[src/rtl/propagation_colour_solver_pkg.sv]
// Shared types and helpers for the propagation colour solver.
// Masks are handled as 8-bit vectors in helpers; callers cast to palette width.
package solver_pkg;

  typedef enum logic [1:0] {
    SOLVED = 2'd0,
    CONTRA = 2'd1,
    STALL  = 2'd2
  } status_e;

  typedef enum logic [2:0] {
    IDLE,
    INIT,
    SWEEP,
    CHECK,
    DONE
  } state_e;

  localparam int MAX_COLOURS = 8;

  function automatic int clog2(input int n);
    int r;
    r = 1;
    for (int i = 1; i < 31; i++)
      if ((1 << i) < n) r = i + 1;
    return r;
  endfunction

  function automatic logic [7:0] onehot(input logic [2:0] idx);
    return 8'd1 << idx;
  endfunction

  function automatic logic [2:0] mask_index(input logic [7:0] m);
    logic [2:0] r;
    r = '0;
    for (int i = 0; i < MAX_COLOURS; i++)
      if (m[i]) r = 3'(i);
    return r;
  endfunction

  function automatic logic is_onehot(input logic [7:0] m);
    return (m != 8'd0) && ((m & (m - 8'd1)) == 8'd0);
  endfunction

  function automatic logic [31:0] sat_add(
    input logic [31:0] a,
    input logic [31:0] b,
    input logic [31:0] mx
  );
    logic [32:0] s;
    s = {1'b0, a} + {1'b0, b};
    return (s > {1'b0, mx}) ? mx : s[31:0];
  endfunction

endpackage

[src/rtl/propagation_colour_solver_if.sv]
// Load/control/result bundle between software side and the solver.
// Signal names follow the block's external port list.
interface propagation_colour_solver_if
  import solver_pkg::*;
#(
  parameter int N_NODES   = 9,
  parameter int N_COLOURS = 3,
  parameter int MU_W      = 8
) ();
  localparam int NW = clog2(N_NODES);
  localparam int CW = clog2(N_COLOURS);

  logic                  clear;
  logic                  adj_we;
  logic [NW-1:0]         adj_addr;
  logic [N_NODES-1:0]    adj_row;
  logic                  anchor_we;
  logic [NW-1:0]         anchor_node;
  logic [CW-1:0]         anchor_colour;
  logic                  start;
  logic                  done;
  logic [1:0]            status;
  logic [N_NODES*CW-1:0] colouring;
  logic [MU_W-1:0]       mu_cost;
  logic                  busy;

  modport master (
    output clear, adj_we, adj_addr, adj_row,
    output anchor_we, anchor_node, anchor_colour, start,
    input  done, status, colouring, mu_cost, busy
  );

  modport slave (
    input  clear, adj_we, adj_addr, adj_row,
    input  anchor_we, anchor_node, anchor_colour, start,
    output done, status, colouring, mu_cost, busy
  );

endinterface

[src/rtl/propagation_colour_solver_mask_resolver.sv]
// Combinational residue update for one node: strips colours fixed by
// decided neighbours and classifies the result.
module mask_resolver
  import solver_pkg::*;
#(
  parameter int N_NODES   = 9,
  parameter int N_COLOURS = 3,
  parameter int CW        = 2
) (
  input  logic [N_COLOURS-1:0]         mask_i,
  input  logic [N_NODES-1:0]           row_i,
  input  logic [N_NODES*N_COLOURS-1:0] masks_i,
  output logic [N_COLOURS-1:0]         new_o,
  output logic                         onehot_o,
  output logic                         zero_o,
  output logic [CW-1:0]                idx_o
);
  logic [N_COLOURS-1:0] forb;
  logic [N_COLOURS-1:0] nm;

  always_comb begin
    forb = '0;
    nm   = '0;
    for (int j = 0; j < N_NODES; j++) begin
      nm = masks_i[j*N_COLOURS +: N_COLOURS];
      if (row_i[j] && is_onehot(8'(nm))) forb = forb | nm;
    end
    new_o    = mask_i & ~forb;
    onehot_o = is_onehot(8'(new_o));
    zero_o   = (new_o == '0);
    idx_o    = CW'(mask_index(8'(new_o)));
  end

endmodule

[src/rtl/propagation_colour_solver.sv]
// Anchor/propagation graph colouring solver with loadable adjacency,
// Gauss-Seidel sweeps over residue masks and saturating mu-cost.
module propagation_colour_solver
  import solver_pkg::*;
#(
  parameter int N_NODES   = 9,
  parameter int N_COLOURS = 3,
  parameter int MU_W      = 8,
  parameter int MU_ANCHOR = 8,
  parameter int MU_PROP   = 1
) (
  input logic clk,
  input logic reset_n,
  propagation_colour_solver_if.slave bus
);
  localparam int NW = clog2(N_NODES);
  localparam int CW = clog2(N_COLOURS);
  localparam logic [31:0] MU_MAX = 32'((64'd1 << MU_W) - 64'd1);
  typedef logic [N_COLOURS-1:0] mask_t;

  state_e                state_q, state_d;
  logic [N_NODES-1:0]    adj_q [N_NODES];
  logic [N_NODES-1:0]    adj_d [N_NODES];
  logic [N_NODES-1:0]    anc_v_q, anc_v_d;
  logic [CW-1:0]         anc_c_q [N_NODES];
  logic [CW-1:0]         anc_c_d [N_NODES];
  mask_t                 mask_q [N_NODES];
  mask_t                 mask_d [N_NODES];
  logic [CW-1:0]         cidx_q [N_NODES];
  logic [CW-1:0]         cidx_d [N_NODES];
  logic [NW-1:0]         idx_q, idx_d;
  logic                  chg_q, chg_d;
  status_e               st_q, st_d;
  logic [N_NODES*CW-1:0] col_q, col_d;
  logic [MU_W-1:0]       mu_q, mu_d;

  logic [N_NODES-1:0]           row;
  logic [N_NODES*N_COLOURS-1:0] all_m;
  mask_t                        res_m;
  logic                         res_oh, res_zero;
  logic [CW-1:0]                res_idx;
  logic [31:0]                  anc_cost;
  logic                         all_oh, chg_now;

  always_comb begin
    row         = adj_q[idx_q];
    row[idx_q]  = 1'b0;
    all_m       = '0;
    anc_cost    = '0;
    all_oh      = 1'b1;
    for (int k = 0; k < N_NODES; k++) begin
      all_m[k*N_COLOURS +: N_COLOURS] = mask_q[k];
      if (anc_v_q[k]) anc_cost = sat_add(anc_cost, 32'(MU_ANCHOR), MU_MAX);
      if (!is_onehot(8'(mask_q[k]))) all_oh = 1'b0;
    end
  end

  mask_resolver #(
    .N_NODES  (N_NODES),
    .N_COLOURS(N_COLOURS),
    .CW       (CW)
  ) u_res (
    .mask_i  (mask_q[idx_q]),
    .row_i   (row),
    .masks_i (all_m),
    .new_o   (res_m),
    .onehot_o(res_oh),
    .zero_o  (res_zero),
    .idx_o   (res_idx)
  );

  always_comb begin
    state_d = state_q;
    adj_d   = adj_q;
    anc_v_d = anc_v_q;
    anc_c_d = anc_c_q;
    mask_d  = mask_q;
    cidx_d  = cidx_q;
    idx_d   = idx_q;
    chg_d   = chg_q;
    st_d    = st_q;
    col_d   = col_q;
    mu_d    = mu_q;
    chg_now = 1'b0;
    unique case (state_q)
      IDLE: begin
        if (bus.start) begin
          state_d = INIT;
          st_d    = SOLVED;
          col_d   = '0;
        end else if (bus.clear) begin
          adj_d   = '{default: '0};
          anc_v_d = '0;
          anc_c_d = '{default: '0};
        end else begin
          if (bus.adj_we && 32'(bus.adj_addr) < N_NODES)
            adj_d[bus.adj_addr] = bus.adj_row;
          if (bus.anchor_we && 32'(bus.anchor_node) < N_NODES &&
              32'(bus.anchor_colour) < N_COLOURS) begin
            anc_v_d[bus.anchor_node] = 1'b1;
            anc_c_d[bus.anchor_node] = bus.anchor_colour;
          end
        end
      end
      INIT: begin
        for (int k = 0; k < N_NODES; k++) begin
          mask_d[k] = anc_v_q[k] ? N_COLOURS'(onehot(3'(anc_c_q[k]))) : '1;
          cidx_d[k] = anc_c_q[k];
        end
        mu_d    = MU_W'(anc_cost);
        chg_d   = 1'b0;
        idx_d   = '0;
        state_d = SWEEP;
      end
      SWEEP: begin
        if (res_zero) begin
          st_d    = CONTRA;
          state_d = DONE;
        end else begin
          if (res_m != mask_q[idx_q]) begin
            mask_d[idx_q] = res_m;
            chg_now       = 1'b1;
          end
          if (res_oh) cidx_d[idx_q] = res_idx;
          if (res_oh && !is_onehot(8'(mask_q[idx_q])))
            mu_d = MU_W'(sat_add(32'(mu_q), 32'(MU_PROP), MU_MAX));
          // Last node closes the sweep; a quiet sweep means fixpoint.
          if (32'(idx_q) == N_NODES - 1) begin
            idx_d = '0;
            chg_d = 1'b0;
            if (!(chg_q || chg_now)) state_d = CHECK;
          end else begin
            idx_d = idx_q + 1'b1;
            chg_d = chg_q | chg_now;
          end
        end
      end
      CHECK: begin
        st_d = all_oh ? SOLVED : STALL;
        for (int k = 0; k < N_NODES; k++)
          col_d[k*CW +: CW] = is_onehot(8'(mask_q[k])) ? cidx_q[k] : '0;
        state_d = DONE;
      end
      DONE: begin
        if (!bus.start) state_d = IDLE;
      end
      default: state_d = IDLE;
    endcase
  end

  always_ff @(posedge clk or negedge reset_n) begin
    if (!reset_n) begin
      state_q <= IDLE;
      adj_q   <= '{default: '0};
      anc_v_q <= '0;
      anc_c_q <= '{default: '0};
      mask_q  <= '{default: '0};
      cidx_q  <= '{default: '0};
      idx_q   <= '0;
      chg_q   <= 1'b0;
      st_q    <= SOLVED;
      col_q   <= '0;
      mu_q    <= '0;
    end else begin
      state_q <= state_d;
      adj_q   <= adj_d;
      anc_v_q <= anc_v_d;
      anc_c_q <= anc_c_d;
      mask_q  <= mask_d;
      cidx_q  <= cidx_d;
      idx_q   <= idx_d;
      chg_q   <= chg_d;
      st_q    <= st_d;
      col_q   <= col_d;
      mu_q    <= mu_d;
    end
  end

  assign bus.done      = (state_q == DONE);
  assign bus.busy      = (state_q == INIT) || (state_q == SWEEP) ||
                         (state_q == CHECK);
  assign bus.status    = st_q;
  assign bus.colouring = col_q;
  assign bus.mu_cost   = mu_q;

endmodule

[src/flat_wrapper.sv]
// flat-port wrapper written by rule: the top's interface ports become plain ports
module propagation_colour_solver_flat import solver_pkg::*;
#(
  parameter int N_NODES   = 9,
  parameter int N_COLOURS = 3,
  parameter int MU_W      = 8,
  parameter int MU_ANCHOR = 8,
  parameter int MU_PROP   = 1
)
  (clk, reset_n, bus_clear, bus_adj_we, bus_adj_addr, bus_adj_row, bus_anchor_we, bus_anchor_node, bus_anchor_colour, bus_start, bus_done, bus_status, bus_colouring, bus_mu_cost, bus_busy);
  propagation_colour_solver_if #(.N_NODES(N_NODES), .N_COLOURS(N_COLOURS), .MU_W(MU_W)) bus_i ();
  input logic clk;
  input logic reset_n;
  input wire logic [$bits(bus_i.clear)-1:0] bus_clear;
  input wire logic [$bits(bus_i.adj_we)-1:0] bus_adj_we;
  input wire logic [$bits(bus_i.adj_addr)-1:0] bus_adj_addr;
  input wire logic [$bits(bus_i.adj_row)-1:0] bus_adj_row;
  input wire logic [$bits(bus_i.anchor_we)-1:0] bus_anchor_we;
  input wire logic [$bits(bus_i.anchor_node)-1:0] bus_anchor_node;
  input wire logic [$bits(bus_i.anchor_colour)-1:0] bus_anchor_colour;
  input wire logic [$bits(bus_i.start)-1:0] bus_start;
  output wire logic [$bits(bus_i.done)-1:0] bus_done;
  output wire logic [$bits(bus_i.status)-1:0] bus_status;
  output wire logic [$bits(bus_i.colouring)-1:0] bus_colouring;
  output wire logic [$bits(bus_i.mu_cost)-1:0] bus_mu_cost;
  output wire logic [$bits(bus_i.busy)-1:0] bus_busy;
  assign bus_i.clear = bus_clear;
  assign bus_i.adj_we = bus_adj_we;
  assign bus_i.adj_addr = bus_adj_addr;
  assign bus_i.adj_row = bus_adj_row;
  assign bus_i.anchor_we = bus_anchor_we;
  assign bus_i.anchor_node = bus_anchor_node;
  assign bus_i.anchor_colour = bus_anchor_colour;
  assign bus_i.start = bus_start;
  assign bus_done = bus_i.done;
  assign bus_status = bus_i.status;
  assign bus_colouring = bus_i.colouring;
  assign bus_mu_cost = bus_i.mu_cost;
  assign bus_busy = bus_i.busy;
  propagation_colour_solver #(.N_NODES(N_NODES), .N_COLOURS(N_COLOURS), .MU_W(MU_W), .MU_ANCHOR(MU_ANCHOR), .MU_PROP(MU_PROP)) u_core (.clk(clk), .reset_n(reset_n), .bus(bus_i));
endmodule
[config.mk]
export PLATFORM = sky130hd
export DESIGN_NAME = propagation_colour_solver_flat
export DESIGN_NICKNAME = d
export VERILOG_FILES = /design/src/rtl/propagation_colour_solver_pkg.sv /design/src/rtl/propagation_colour_solver_if.sv /design/src/rtl/propagation_colour_solver_mask_resolver.sv /design/src/rtl/propagation_colour_solver.sv /design/src/flat_wrapper.sv
export SDC_FILE = /design/constraint.sdc
export NUM_CORES = 1
export LEC_CHECK = 0
export BUFFER_PORTS_ARGS = -buffer_cell sky130_fd_sc_hd__buf_2
export CORE_ASPECT_RATIO = 1.75
export CORE_UTILIZATION = 65
export CTS_BUF_LIST = sky130_fd_sc_hd__clkbuf_16
export CTS_CLUSTER_DIAMETER = 40
export CTS_CLUSTER_SIZE = 16
export DETAILED_ROUTE_END_ITERATION = 10
export GPL_ROUTABILITY_DRIVEN = 0
export GPL_TIMING_DRIVEN = 0
export PLACE_DENSITY = 0.84
export SYNTH_ARGS = -nofsm -noshare
export SYNTH_HDL_FRONTEND = slang
export SYNTH_SLANG_ARGS = --single-unit
[constraint.sdc]
create_clock -name clk -period 14.9 [get_ports clk]
set_clock_uncertainty 0.15 [all_clocks]
set_input_delay 1.49 -clock clk [delete_from_list [all_inputs] [get_ports clk]]
set_output_delay 1.49 -clock clk [all_outputs]
set_load 0.01 [all_outputs]
Word level (Yosys, flattened, before mapping)

Index checks and enable logic that the tools add are counted.

Register bits after elaboration: 189
Output and inout port bits: 30
Memory bits (read-only): 0
Logic and storage cells: 324
Bits in writable memories: 0
Memories kept: 0
Bits in latches: 0

Order comparisons: 22
Multipliers: 0
Multiplexer cells: 114
Equality and inequality tests: 15
Divide/modulo/power cells: 0
$add $sub $neg: 21
Bitwise gates (word level): 29
Reductions and logical operators: 71
Shifts and indexed selects: 9

Operators by type and width:

| kind                  | number |
|---|---|
| $mux 32               | 14 |
| $gt 33x8->1 const B   | 8 |
| $add 32x4->33 const B | 7 |
| $mux 81               | 2 |
| $mux 18               | 5 |
| $and 3x8->8           | 11 |
| $logic_not 8->1       | 11 |
| $bwmux 81             | 1 |
| $mux 3                | 26 |
| $pmux 18 s2           | 2 |
| $mux 27               | 2 |
| $pmux 27 s2           | 1 |
| $mux 9                | 5 |
| $sub 3x1->4 const B   | 11 |
| $mux 8                | 5 |
| $bmux 9 s4            | 1 |
| $bwmux 18             | 2 |
| $demux 9 s4           | 1 |
| $reduce_bool 3->1     | 12 |
| $mux 2                | 15 |
| $logic_and 1x1->1     | 29 |
| $bwmux 27             | 1 |
| $shl 1x2->3 const A   | 9 |
| $or 3x3->3            | 8 |
| 45 further kinds      | 92 |

Logic depth before layout (Yosys ltp)

Gate-level depths: netlist of the first run.

Depth after elaboration: 35
Mapped depth: 23
Depth with buffers taken out: 22

Cells and area by module

A second synthesis of the first run with hierarchy kept.

Cells, all modules: 1168
Area, all modules: 10909.2 um^2

Modules (own cells, without submodules):

| module                    | area an instance (um^2) | sequential area each (um^2) | instances | cells each |
|---|---|---|---|---|
| propagation_colour_solver | 10456.3                 | 4729.5                      | 1         | 1119 |
| mask_resolver             | 452.9                   | 0.0                         | 1         | 49 |

Worst setup path before layout of the first run

OpenSTA, ideal clock, no wires.

Path kind: reg-to-reg
From: reg u_core.anc_v_q[0]
To: reg u_core.mu_q[2], in the netlist u_core.bus.mu_cost[2]
Data arrival time: 4.497 ns
Path buffers: 1
Setup time: 0.126 ns
Cell stages (with the launch flop): 24
Slack: 10.126 ns
Data required time: 14.624 ns
Path through: dfrtp_1 > inv_1 > ha_1 > clkbuf_1 > xor2_1 > ha_1 > nand2_1 > o21ai_0 > ha_1 > mux2_2 > ha_1 > nand2_1 > nand3_1 > ha_1 > a21oi_1 > ha_1 > nand3_1 > xnor2_1 > o22a_1 > o31ai_1 > nor2_1 > a21oi_1 > a31oi_1 > o32a_1

Longest elaborated chain between the ends: 34

RTL lines:

| item                   | RTL line                            | source |
|---|---|---|
| from (decl)            | propagation_colour_solver.sv:24     | `logic [N_NODES-1:0] anc_v_q, anc_v_d;` |
| from (signal assigned) | propagation_colour_solver.sv:167    | `anc_v_q <= anc_v_d;` |
| $mux 4 (*)             | propagation_colour_solver.sv:53     | `if (anc_v_q[k]) anc_cost = sat_add(anc_cost, 32'(MU_ANCHOR), MU_MAX);` |
| $add 4x4->5            | propagation_colour_solver_pkg.sv:51 | `s = {1'b0, a} + {1'b0, b};` |
| $gt 33x8->1            | propagation_colour_solver_pkg.sv:52 | `return (s > {1'b0, mx}) ? mx : s[31:0];` |
| $mux 32                | propagation_colour_solver_pkg.sv:52 |  |
| $mux 32 (*)            | propagation_colour_solver.sv:53     |  |
| $add 32x4->33          | propagation_colour_solver_pkg.sv:51 |  |
| $gt 33x8->1            | propagation_colour_solver_pkg.sv:52 |  |
| $mux 32                | propagation_colour_solver_pkg.sv:52 |  |
| [18 not listed]        | n/a                                 |  |
| $gt 33x8->1            | propagation_colour_solver_pkg.sv:52 |  |
| $mux 32                | propagation_colour_solver_pkg.sv:52 |  |
| $mux 32 (*)            | propagation_colour_solver.sv:53     |  |
| $add 32x4->33          | propagation_colour_solver_pkg.sv:51 |  |
| $gt 33x8->1            | propagation_colour_solver_pkg.sv:52 |  |
| $mux 8                 | propagation_colour_solver_pkg.sv:52 |  |
| $mux 8 (*)             | propagation_colour_solver.sv:53     |  |
| $pmux 8 s2 (*)         | propagation_colour_solver.sv:85     | `unique case (state_q)` |
| to (signal assigned)   | propagation_colour_solver.sv:175    | `mu_q <= mu_d;` |
| to (decl)              | propagation_colour_solver.sv:35     | `logic [MU_W-1:0] mu_q, mu_d;` |

Every way passes the cells marked *; elsewhere a longest branch is shown, timed or not.
A chain may end at the register's enable or synchronous reset.

Worst setup path in the final report of the first run

From: reg u_core.anc_v_q[0]
To: reg u_core.mu_q[4], in the netlist u_core.bus.mu_cost[4]

Same word-level chain as after synthesis.

==> results of run 1 <==
==> synth_stat cells, types with 5 or more instances <==
cell and count:
sky130_fd_sc_hd__a21o_1 8, sky130_fd_sc_hd__a21oi_1 41, sky130_fd_sc_hd__a221o_1 8, sky130_fd_sc_hd__a221oi_1 6
sky130_fd_sc_hd__a22o_1 9, sky130_fd_sc_hd__a22oi_1 31, sky130_fd_sc_hd__a2bb2oi_1 11, sky130_fd_sc_hd__a31oi_1 13
sky130_fd_sc_hd__a32o_1 10, sky130_fd_sc_hd__a32oi_1 5, sky130_fd_sc_hd__and2_1 12, sky130_fd_sc_hd__and3_1 13
sky130_fd_sc_hd__buf_2 9, sky130_fd_sc_hd__buf_6 6, sky130_fd_sc_hd__clkbuf_1 31, sky130_fd_sc_hd__dfrtp_1 189
sky130_fd_sc_hd__ha_1 17, sky130_fd_sc_hd__inv_1 46, sky130_fd_sc_hd__mux2_1 5, sky130_fd_sc_hd__mux2_2 7
sky130_fd_sc_hd__mux2i_1 40, sky130_fd_sc_hd__nand2_1 154, sky130_fd_sc_hd__nand2b_1 8, sky130_fd_sc_hd__nand3_1 51
sky130_fd_sc_hd__nand3b_1 12, sky130_fd_sc_hd__nor2_1 39, sky130_fd_sc_hd__nor2b_1 10, sky130_fd_sc_hd__nor3_1 16
sky130_fd_sc_hd__nor3b_1 5, sky130_fd_sc_hd__nor4_1 6, sky130_fd_sc_hd__o21a_1 8, sky130_fd_sc_hd__o21ai_0 151
sky130_fd_sc_hd__o21ai_1 8, sky130_fd_sc_hd__o221ai_1 6, sky130_fd_sc_hd__o22a_1 26, sky130_fd_sc_hd__o22ai_1 12
sky130_fd_sc_hd__o2bb2ai_1 20, sky130_fd_sc_hd__or3_1 6, sky130_fd_sc_hd__xnor2_1 12, sky130_fd_sc_hd__xor2_1 11
==> layout make-up <==
type | count | area share [%]
plain buffers | 53 | 2.353
clock buffers | 17 | 3.588
clock inverters | 12 | 1.646
inverters | 46 | 1.456
multi-input cells | 859 | 46.42
flip-flops and latches | 189 | 39.89
well taps | 189 | 1.994
repair buffers | 56 | 2.659
==> layer usage <==
| layer | vias to the layer above | GRT usage, % | routed length [um] |
|---|---|---|---|
| met5 | - | 0 | 0 |
| met4 | 0 | 42.25 | 3850 |
| met3 | 230 | 10.65 | 3131 |
| met2 | 657 | 71.36 | 16720 |
| met1 | 4789 | 44.98 | 11520 |
| li1 | 4408 | - | - |
==> state kept, by name (all words and copies together), names as in the netlist <==
name,count
u_core.adj_q,81
u_core.all_m,27
u_core.anc_c_q,18
u_core.anc_v_q,9
u_core.bus.colouring,18
u_core.bus.mu_cost,8
u_core.bus.status,2
u_core.chg_q,1
u_core.cidx_q,18
u_core.idx_q,4
u_core.state_q,3
==> power by group <==
part	switching (mW)	internal [mW]
combinational	0.770	0.444
sequential	0.125	0.618
clock	0.199	0.295
total	1.09	1.36
==> logic make-up (layout without fill, tap and decap cells) <==
| logic type | Yosys count | in the layout | share of synthesized area (%) |
|---|---|---|---|
| buffers and inverters | 99 | 184 | 4.230 |
| xor gates and xnor gates | 25 | 25 | 2.320 |
| DFF | 189 | 189 | 44.29 |
| and+or+nand+nor | 358 | 358 | 16.38 |
| muxes | 54 | 54 | 5.366 |
| AOI/OAI and AO/OA | 405 | 405 | 25.42 |
| adders and majority gates | 17 | 17 | 1.992 |
==> worst min-delay path by stage <==
stage                  endpoint  slack [ps]  depth (start not counted)
5_1_grt        u_core.adj_q[79]         350                          2
3_3_place_gp   u_core.adj_q[69]         300                          2
3_5_place_dp   u_core.adj_q[26]         320                          2
2_1_floorplan  u_core.adj_q[26]         290                          2
4_1_cts        u_core.adj_q[66]         330                          2
6_report       u_core.adj_q[66]         330                          2
==> per-stage QoR <==
| step | power (mW) | setup WS (ps) |
|---|---|---|
| after global routing | 2.564 | 8530 |
| after detailed placement | 1.896 | 9125 |
| after floorplan | 1.538 | 10130 |
| after global placement | 1.861 | 9256 |
| final | 2.451 | 8952 |
| after CTS | 2.393 | 9081 |
==> tightest hold or removal path, delay by kind of cell (launching register included) <==
| family | cells | cell delay (ps) |
|---|---|---|
| flops | 1 | 340 |
| compound gates | 1 | 60 |
| simple gates | 1 | 40 |
==> impl_metrics.sql, run 1 <==
INSERT INTO impl_metrics (metric_group, metric, value, unit) VALUES
('status', 'status', 'completed', ''),
('placement', 'port_buffers', '54', ''),
('cts', 'cts.repair.resized', '0', ''),
('setup_path', 'timing.critical_path.from_type', 'register', ''),
('global_route', 'groute.usage.overall', '43.51', '%'),
('setup_path', 'cp_data_required_time', '15130', 'ps'),
('cells_and_area', 'most_common_cell_after_layout_fill_and_taps_aside', 'sky130_fd_sc_hd__dfrtp_1', ''),
('global_route', 'global_route.overflow_total', '0', ''),
('setup_path', 'cp_max_fo', '7', ''),
('die', 'initial_utilization', '66.95', '%'),
('logic_synthesis', 'share_of_the_yosys_chip_area_belonging_to_registers', '44.29', '%'),
('setup_path', 'cell_breakdown_of_the_critical_path', 'inv_1 > ha_1 > clkbuf_1 > xor2_1 > ha_1 > nand2_1 > o21ai_0 > ha_1 > mux2_2 > ha_1 > nand2_1 > nand3_1 > ha_1 > a21oi_1 > ha_1 > nand2_1 > xor2_1 > xnor2_1 > nor4bb_1 > nor3_1 > o21ai_0 > o221a_2', ''),
('logic_synthesis', 'syn-num-nets', '1189', ''),
('detailed_routing', 'drt_iter0_markers', '1068', ''),
('die', 'die-height', '171.6', 'um'),
('cts', 'clock-sinks', '189', ''),
('cells_and_area', 'seq_area', '4730', 'um2'),
('global_route', 'wire_length_of_the_first_global_routing_pass', '54520', 'um'),
('detailed_routing', 'final_routed_wirelength', '35220', 'um'),
('cells_and_area', 'stdcell_count', '1421', ''),
('sta', 'worst_slew_margin_rel', '39.07', '%'),
('logic_synthesis', 'area_leader_netlist', 'sky130_fd_sc_hd__dfrtp_1', ''),
('setup_path', 'crit-reg2reg-capture', 'u_core.bus.mu_cost[4]', ''),
('setup_path', 'worst_setup_path_end_kind', 'register', ''),
('detailed_routing', 'vias_per_cell', '7.096', ''),
('power_and_ir_drop', 'powerDensity', '206.7', 'nW/um2'),
('detailed_routing', 'drtPass1Iterations', '8', ''),
('logic_synthesis', 'dominant_synthesized_flop_cell', 'sky130_fd_sc_hd__dfrtp_1', ''),
('cts', 'postCtsSetupBuffers', '0', ''),
('sta', 'tns', '0', 'ps'),
('die', 'dieWidth', '98.89', 'um'),
('placement', 'dp_hpwl', '25050', 'um'),
('cts', 'htreeDepth', '4', ''),
('cells_and_area', 'multi_input_comb_area', '5504', 'um2'),
('logic_synthesis', 'share_of_synthesized_flip_flops_with_an_asynchronous_set_or_reset', '100.0', '%'),
('sta', 'post-route-period-util', '39.92', '%'),
('power_and_ir_drop', 'vdd_ir_drop_max', '109.9', 'uV'),
('sta', 'timing.hold.ws', '326.5', 'ps'),
('die', 'pin_count', '55', ''),
('detailed_routing', 'drc_markers', '0', ''),
('setup_path', 'cp.arrival', '6180', 'ps'),
('setup_path', 'crit_start', 'u_core.anc_v_q[0]', ''),
('cells_and_area', 'antenna_cells_inserted', '0', ''),
('logic_synthesis', 'syn_area', '10680', 'um2'),
('setup_path', 'crit_path_max_delay_family', 'adder cells', ''),
('cts', 'clkSlewWorstSetupHoldPaths', '70', 'ps'),
('setup_path', 'regToRegSetupSlack', '8950', 'ps'),
('setup_path', 'r2r-start', 'u_core.anc_v_q[0]', ''),
('cts', 'clock_network_latency_to_the_later_pin_of_the_worst_skew_pair', '440', 'ps'),
('setup_path', 'critical_path_buf_inv_count', '2', ''),
('global_route', 'initial_antenna_violation_count', '0', ''),
('detailed_routing', 'via_count', '10080', ''),
('die', 'placementRows', '61', ''),
('min_path', 'min_delay_src', 'u_core.adj_q[66]', ''),
('logic_synthesis', 'leading_post_synthesis_cells_by_cell_area', 'sky130_fd_sc_hd__dfrtp_1, sky130_fd_sc_hd__o21ai_0, sky130_fd_sc_hd__nand2_1', ''),
('logic_synthesis', 'number_of_enable_flip_flop_cells_after_synthesis', '0', ''),
('cells_and_area', 'layout-drive-gt1-share', '10.71', '%'),
('placement', 'placement_cell_area', '11240', 'um2'),
('placement', 'placedCellCount', '1392', ''),
('cells_and_area', 'syn_to_final_growth', '11.04', '%'),
('logic_synthesis', 'syn-instance-count', '1147', ''),
('setup_path', 'endpoint', 'u_core.bus.mu_cost[4]', ''),
('cells_and_area', 'layout.cells.most_common_list', 'sky130_fd_sc_hd__dfrtp_1, sky130_fd_sc_hd__nand2_1, sky130_fd_sc_hd__o21ai_0', ''),
('setup_path', 'critPathSlowestCell', 'sky130_fd_sc_hd__nor4bb_1', ''),
('sta', 'final_hold_viol_count', '0', ''),
('setup_path', 'timing.critical_path.slowest_cell_delay', '550', 'ps'),
('cells_and_area', 'layout.core_utilization', '74.34', '%'),
('cts', 'cts_root_buffer', 'sky130_fd_sc_hd__clkbuf_16', ''),
('cells_and_area', 'nFillCells', '1203', ''),
('cts', 'cts_tree', 'yes', ''),
('logic_synthesis', 'share_of_the_synthesized_area_in_the_top_cell_type', '44.29', '%');
(Power assumes the default switching activity.)
==> run 2, diff against run 1 <==
CORE_UTILIZATION = 56   (was 65)
PLACE_DENSITY = 0.77   (was 0.84)
clock period = 4.9 ns   (was 14.9 ns; I/O delays follow)
==> run 2 against run 1 <==
  * The run now ends with setup timing left
  * Fmax increased by 18%
  * Sequential power increased to 3.1 times the previous value
  * Clock power grew to 3.0 times the previous value
  * Die area grew 16%
  * Power increased to 3.2 times the previous value
  * Setup slack lost 9100 ps
  * Via count is 0.72% lower
  * Register-to-register slack got worse by 9100 ps
  * Core utilization is 8.8 points lower
  * Combinational power increased to 3.3 times the previous value
  * Cell area increased by 3.2%
  * Cell count increased by 4.7%
==> impl_metrics.sql, run 2 (synthesized netlist as in run 1, its figures left out) <==
INSERT INTO impl_metrics (metric_group, metric, value, unit) VALUES
('cells_and_area', 'layout-drive-gt1-share', '14.32', '%'),
('setup_path', 'criticalPathCategory', 'register to register', ''),
('detailed_routing', 'final_routed_wirelength', '36150', 'um'),
('cts', 'total_clock_buffers_created_by_cts', '17', ''),
('placement', 'dp_worst_setup_slack', '-919.1', 'ps'),
('sta', 'worst_pin_slew', '909.5', 'ps'),
('detailed_routing', 'ant_nets', '0', ''),
('sta', 'max_freq', '198.5', 'MHz'),
('sta', 'min_period', '5037', 'ps'),
('cells_and_area', 'layout.cells.most_common_list', 'sky130_fd_sc_hd__dfrtp_1, sky130_fd_sc_hd__nand2_1, sky130_fd_sc_hd__o21ai_0', ''),
('global_route', 'global_route.overflow_total', '0', ''),
('setup_path', 'worst_setup_path_end_kind', 'register', ''),
('setup_path', 'cp.arrival', '5210', 'ps'),
('status', 'status', 'finished with violations', ''),
('cells_and_area', 'most_common_cell_after_layout_fill_and_taps_aside', 'sky130_fd_sc_hd__dfrtp_1', ''),
('setup_path', 'timing.critical_path.from_type', 'register', ''),
('status', 'failing_checks', 'setup timing', ''),
('detailed_routing', 'drc_markers', '0', ''),
('sta', 'rsz0062_at_grt', 'yes', ''),
('cts', 'max-clock-path-buffers', '2', ''),
('sta', 'worst_slew_margin_rel', '38.73', '%'),
('min_path', 'hold_path.class', 'input pin to register', ''),
('placement', 'port_buffers', '54', ''),
('cells_and_area', 'syn_to_final_growth', '14.61', '%'),
('die', 'initial_utilization', '57.22', '%'),
('die', 'die_area', '19650', 'um2'),
('die', 'dieWidth', '106.4', 'um'),
('cts', 'clock-sinks', '189', ''),
('cts', 'cts_root_buffer', 'sky130_fd_sc_hd__clkbuf_16', ''),
('cts', 'htreeDepth', '4', ''),
('die', 'core_region_area', '18660', 'um2'),
('setup_path', 'regToRegSetupSlack', '-140', 'ps'),
('global_route', 'wire_length_of_the_first_global_routing_pass', '55990', 'um'),
('cells_and_area', 'antenna_cells_inserted', '0', ''),
('cells_and_area', 'largest_register_ff_count', '81', ''),
('detailed_routing', 'vias_per_cell', '6.728', ''),
('sta', 'finalSetupViolations', '7', ''),
('cts', 'clkSlewWorstSetupHoldPaths', '80', 'ps'),
('global_route', 'grt_start_max_net_pins', '97', ''),
('global_route', 'grt_pass1_vias', '9903', ''),
('setup_path', 'cp_max_fo', '3', ''),
('detailed_routing', 'via_count', '10010', ''),
('cts', 'clock_network_latency_to_the_later_pin_of_the_worst_skew_pair', '450', 'ps'),
('power_and_ir_drop', 'p_leak', '5.248', 'nW'),
('power_and_ir_drop', 'vdd_ir_drop_max', '355.5', 'uV'),
('sta', 'post-route-period-util', '102.8', '%'),
('cts', 'cts_tree', 'yes', ''),
('die', 'die-height', '184.7', 'um'),
('cells_and_area', 'largest_register', 'u_core.adj_q', ''),
('detailed_routing', 'drt_iter0_markers', '1033', ''),
('cells_and_area', 'final_nets', '1279', ''),
('die', 'pin_count', '55', ''),
('sta', 'final_hold_viol_count', '0', ''),
('detailed_routing', 'drtPass1Iterations', '7', ''),
('setup_path', 'cp_data_required_time', '5070', 'ps'),
('flow_run', 'maxCapViolCount', '0', ''),
('sta', 'pins_over_their_slew_limit', '0', ''),
('global_route', 'groute.usage.overall', '38.71', '%'),
('detailed_routing', 'detail_route.wl_per_cell', '24.29', 'um'),
('sta', 'tns', '-520.4', 'ps'),
('placement', 'dp_hpwl', '25690', 'um'),
('die', 'placementRows', '66', ''),
('power_and_ir_drop', 'powerDensity', '634.4', 'nW/um2'),
('global_route', 'initial_antenna_violation_count', '1', ''),
('sta', 'smallest_setup_slack_after_layout', '-137.3', 'ps');
## run 2: cell count changes in the layout (fill, tap and decap cells not counted), moves of 3 or more
cell	before	now
sky130_fd_sc_hd__nand2_1	154	151
sky130_fd_sc_hd__ha_4	0	3
sky130_fd_sc_hd__ha_1	17	13
sky130_fd_sc_hd__a21oi_1	41	38
sky130_fd_sc_hd__buf_4	4	20
sky130_fd_sc_hd__o21ai_1	8	12
sky130_fd_sc_hd__o21ai_0	151	146
## run 2: final cells by class
| cell class | count | area, um2 |
|---|---|---|
| multi-input cells | 859 | 5703 |
| flip-flops and latches | 189 | 4732 |
| clock inverters | 15 | 183.9 |
| clock buffers | 17 | 425.4 |
| inverters | 46 | 180.2 |
| fillers | 1592 | 6424 |
| well taps | 238 | 297.8 |
| repair buffers | 73 | 445.4 |
| plain buffers | 51 | 271.5 |
## run 2: repair_timing
action	4_1_cts	5_1_grt
endpoints found under the setup margin	8	40
endpoints found under the hold margin	95	0
pin swaps	11	19
gates resized for setup	23	20
setup buffers	9	7
hold buffers	1	0
## run 2: power by group
group          leakage [nW]  switching [mW]  internal, mW  total (mW)
Sequential             2.50           0.389          1.88        2.27
Clock                 0.294           0.649         0.813        1.46
Combinational          2.45            2.50          1.54        4.03
## run 2: worst paths after layout
| path | cells after the start | from | end |
|---|---|---|---|
| hold reg to reg | 2 | u_core.adj_q[66] | u_core.adj_q[66] |
| max in group asynchronous | 3 | reset_n | u_core.adj_q[48] |
| setup / recovery | 23 | u_core.anc_v_q[0] | u_core.bus.mu_cost[6] |
| hold / removal | 2 | bus_start | u_core.state_q[2] |
| setup reg to reg | 23 | u_core.anc_v_q[0] | u_core.bus.mu_cost[6] |
| min in group asynchronous | 2 | reset_n | u_core.anc_v_q[3] |
## run 2: through the flow
| stage | util, % | cell area [um2] | total power [mW] | std cells | hold slack [ps] |
|---|---|---|---|---|---|
| after floorplan | - | 10680 | 4.676 | 1147 | 44.41 |
| after global placement | 60.26 | 11250 | 5.713 | 1439 | 307.8 |
| after detailed placement | 60.54 | 11300 | 5.805 | 1441 | 313.7 |
| after CTS | 64.83 | 12100 | 7.433 | 1482 | 136.0 |
| after global routing | 65.58 | 12240 | 8.175 | 1488 | 137.6 |
| final | 65.58 | 12240 | 7.764 | 1488 | 145.9 |
## run 2: critical path, stage by stage (launching register included)
cell and delay [ps]:
sky130_fd_sc_hd__dfrtp_2 470, sky130_fd_sc_hd__clkinvlp_4 230, sky130_fd_sc_hd__ha_4 310, sky130_fd_sc_hd__xor2_2 180
sky130_fd_sc_hd__ha_1 350, sky130_fd_sc_hd__nand2_1 90, sky130_fd_sc_hd__o21ai_2 70, sky130_fd_sc_hd__ha_1 330
sky130_fd_sc_hd__mux2_4 290, sky130_fd_sc_hd__ha_4 280, sky130_fd_sc_hd__nand2_4 50, sky130_fd_sc_hd__nand3_4 130
sky130_fd_sc_hd__ha_4 220, sky130_fd_sc_hd__a21oi_4 160, sky130_fd_sc_hd__ha_2 200, sky130_fd_sc_hd__nand2_2 80
sky130_fd_sc_hd__xor2_2 180, sky130_fd_sc_hd__xnor2_2 230, sky130_fd_sc_hd__buf_4 160, sky130_fd_sc_hd__and3_4 200
sky130_fd_sc_hd__nand2_2 50, sky130_fd_sc_hd__mux2_4 270, sky130_fd_sc_hd__o32ai_2 120, sky130_fd_sc_hd__a2bb2oi_1 80
## run 2: routing by layer
layer | wire length (um) | track usage, % | up-vias
met5 | 10 | 0 | -
met4 | 3742 | 34.00 | 2
met3 | 3087 | 10.75 | 229
met2 | 17470 | 64.18 | 573
met1 | 11840 | 39.66 | 4778
li1 | - | - | 4429
==> run 3, diff against run 2 <==
CORE_MARGIN = 2   (was unset)
RECOVER_POWER = 100   (was unset)
==> run 3 against run 2 <==
  * The run ends with capacitance limit, slew limit left
  * Die area increased by 3.0%
  * Sequential share of layout area rose by 0.65 points
  * Combinational power decreased by 2%
  * Non-clock buffer count down 3
  * Clock power shrank 11%
  * Count of clock-buffer cells in the layout unchanged
  * Sequential cell count unchanged
  * Hold slack got worse by 11 ps
  * Cell count shrank 0.20%
  * Critical path depth down 1
  * Fmax increased by 4.2%
==> impl_metrics.sql, run 3 (synthesized netlist as in run 1, its figures left out) <==
INSERT INTO impl_metrics (metric_group, metric, value, unit) VALUES
('status', 'status', 'finished with violations', ''),
('status', 'failing_checks', 'capacitance limit, slew limit', ''),
('sta', 'post-route-period-util', '98.63', '%'),
('sta', 'finalSetupViolations', '0', ''),
('sta', 'smallest_setup_slack_after_layout', '67.02', 'ps'),
('cts', 'htreeDepth', '4', ''),
('cts', 'cts_tree', 'yes', ''),
('detailed_routing', 'detail_route.wl_per_cell', '24.23', 'um'),
('sta', 'pins_over_their_slew_limit', '94', ''),
('detailed_routing', 'via_count', '10040', ''),
('setup_path', 'timing.critical_path.from_type', 'register', ''),
('global_route', 'grt_start_max_net_pins', '98', ''),
('cts', 'total_clock_buffers_created_by_cts', '17', ''),
('sta', 'worst_pin_slew', '2347', 'ps'),
('placement', 'placement_cell_area', '11300', 'um2'),
('detailed_routing', 'drt_iter0_markers', '1100', ''),
('cells_and_area', 'multi_input_comb_area', '5668', 'um2'),
('placement', 'port_buffers', '54', ''),
('setup_path', 'cp_data_required_time', '5080', 'ps'),
('flow_run', 'maxCapViolCount', '1', ''),
('detailed_routing', 'vias_per_cell', '6.764', ''),
('cells_and_area', 'syn_to_final_growth', '12.72', '%'),
('sta', 'rsz0062_at_grt', 'yes', ''),
('die', 'core_region_area', '18660', 'um2'),
('sta', 'worst_slew_margin_rel', '-56.48', '%'),
('power_and_ir_drop', 'p_leak', '5.063', 'nW'),
('cts', 'clock-sinks', '189', ''),
('setup_path', 'criticalPathCategory', 'register to register', ''),
('die', 'placementRows', '66', ''),
('die', 'pin_count', '55', ''),
('cells_and_area', 'seq_area', '4732', 'um2'),
('cells_and_area', 'final_nets', '1276', ''),
('min_path', 'hold_path.class', 'input pin to register', ''),
('cells_and_area', 'antenna_cells_inserted', '0', ''),
('placement', 'dp_worst_setup_slack', '-863.2', 'ps'),
('global_route', 'global_route.overflow_total', '0', ''),
('sta', 'min_period', '4833', 'ps'),
('detailed_routing', 'final_routed_wirelength', '35980', 'um'),
('detailed_routing', 'drtPass1Iterations', '7', ''),
('power_and_ir_drop', 'vdd_ir_drop_max', '335.3', 'uV'),
('cts', 'clkSlewWorstSetupHoldPaths', '70', 'ps'),
('cts', 'max-clock-path-buffers', '2', ''),
('cells_and_area', 'nFillCells', '1671', ''),
('global_route', 'groute.usage.overall', '36.36', '%'),
('setup_path', 'cp.arrival', '5010', 'ps'),
('placement', 'dp_hpwl', '25690', 'um'),
('cells_and_area', 'layout.cells.most_common_list', 'sky130_fd_sc_hd__dfrtp_1, sky130_fd_sc_hd__nand2_1, sky130_fd_sc_hd__o21ai_0', ''),
('die', 'initial_utilization', '57.22', '%'),
('global_route', 'initial_antenna_violation_count', '1', ''),
('sta', 'tns', '0', 'ps'),
('cells_and_area', 'largest_register', 'u_core.adj_q', ''),
('sta', 'max_freq', '206.9', 'MHz'),
('global_route', 'wire_length_of_the_first_global_routing_pass', '55010', 'um'),
('cells_and_area', 'layout-drive-gt1-share', '11.07', '%'),
('die', 'die_area', '20230', 'um2'),
('die', 'dieWidth', '108.4', 'um'),
('cts', 'cts_root_buffer', 'sky130_fd_sc_hd__clkbuf_16', ''),
('cells_and_area', 'most_common_cell_after_layout_fill_and_taps_aside', 'sky130_fd_sc_hd__dfrtp_1', ''),
('detailed_routing', 'ant_nets', '0', ''),
('die', 'die-height', '186.7', 'um'),
('cells_and_area', 'fin_area', '12040', 'um2'),
('cells_and_area', 'largest_register_ff_count', '81', ''),
('cts', 'clock_network_latency_to_the_later_pin_of_the_worst_skew_pair', '450', 'ps'),
('setup_path', 'cp_max_fo', '4', ''),
('global_route', 'grt_pass1_vias', '9870', ''),
('power_and_ir_drop', 'powerDensity', '624.9', 'nW/um2'),
('setup_path', 'worst_setup_path_end_kind', 'register', ''),
('sta', 'final_hold_viol_count', '0', ''),
('cells_and_area', 'layout.core_utilization', '64.50', '%'),
('detailed_routing', 'drc_markers', '0', '');
[run 3: power breakdown]
group | total [mW] | switching (mW) | internal (mW)
clock network | 1.30 | 0.613 | 0.689
logic | 3.95 | 2.47 | 1.48
registers | 2.27 | 0.388 | 1.88
[run 3: worst paths after layout]
check | from | endpoint | slack, ps | depth (start not counted)
max reg2reg | u_core.anc_v_q[0] | u_core.bus.mu_cost[6] | 70 | 22
max | u_core.anc_v_q[0] | u_core.bus.mu_cost[6] | 70 | 22
min reg2reg | u_core.adj_q[66] | u_core.adj_q[66] | 330 | 2
max in group asynchronous | reset_n | u_core.adj_q[45] | 1020 | 3
min in group asynchronous | reset_n | u_core.anc_v_q[5] | 1100 | 2
min | bus_start | u_core.state_q[2] | 130 | 2
[run 3: critical path, cell delays in order, from the launching register on]
cell and delay, ps:
sky130_fd_sc_hd__dfrtp_2 430, sky130_fd_sc_hd__clkinv_4 110, sky130_fd_sc_hd__ha_4 330, sky130_fd_sc_hd__xor2_4 170, sky130_fd_sc_hd__ha_4 230, sky130_fd_sc_hd__nand2_1 80, sky130_fd_sc_hd__o21ai_2 70, sky130_fd_sc_hd__ha_1 320
sky130_fd_sc_hd__buf_4 140, sky130_fd_sc_hd__buf_4 130, sky130_fd_sc_hd__a31oi_1 360, sky130_fd_sc_hd__nand3_4 170, sky130_fd_sc_hd__ha_4 290, sky130_fd_sc_hd__a21oi_4 150, sky130_fd_sc_hd__ha_2 200, sky130_fd_sc_hd__nand2_1 100
sky130_fd_sc_hd__xor2_2 190, sky130_fd_sc_hd__xnor2_2 290, sky130_fd_sc_hd__and3_4 260, sky130_fd_sc_hd__nand2_1 50, sky130_fd_sc_hd__mux2_2 290, sky130_fd_sc_hd__o32ai_2 130, sky130_fd_sc_hd__a2bb2oi_2 70
[run 3: metal layers]
metal	share of wire (%)	wire length (um)	global-route usage, %
met1	33	12020	38.45
met2	49	17490	59.17
met3	7.9	2833	9.501
met4	10	3607	30.33
met5	0.064	23	0
[run 3: final cells by class]
cell class / instances / area share, %
buffer: 51 / 2.255
clock buffer: 17 / 3.534
clock inverter: 15 / 0.9147
inverter: 46 / 1.497
multi-input combinational: 859 / 47.08
sequential: 189 / 39.31
tap: 238 / 2.474
timing repair buffer: 70 / 2.931
[run 3: repair_timing]
item,4_1_cts,5_1_grt
resized for setup,20,21
pin swaps,8,9
hold endpoints to repair,92,0
setup buffers,4,9
setup endpoints to repair,8,36
hold buffers,1,0
[run 3: stage by stage]
stage	hold slack (ps)	power (mW)	std cells
final	134.6	7.523	1485
after detailed placement	313.0	5.801	1441
after global routing	140.1	7.903	1485
after floorplan	44.41	4.676	1147
after CTS	147.8	7.224	1477
after global placement	304.4	5.713	1439
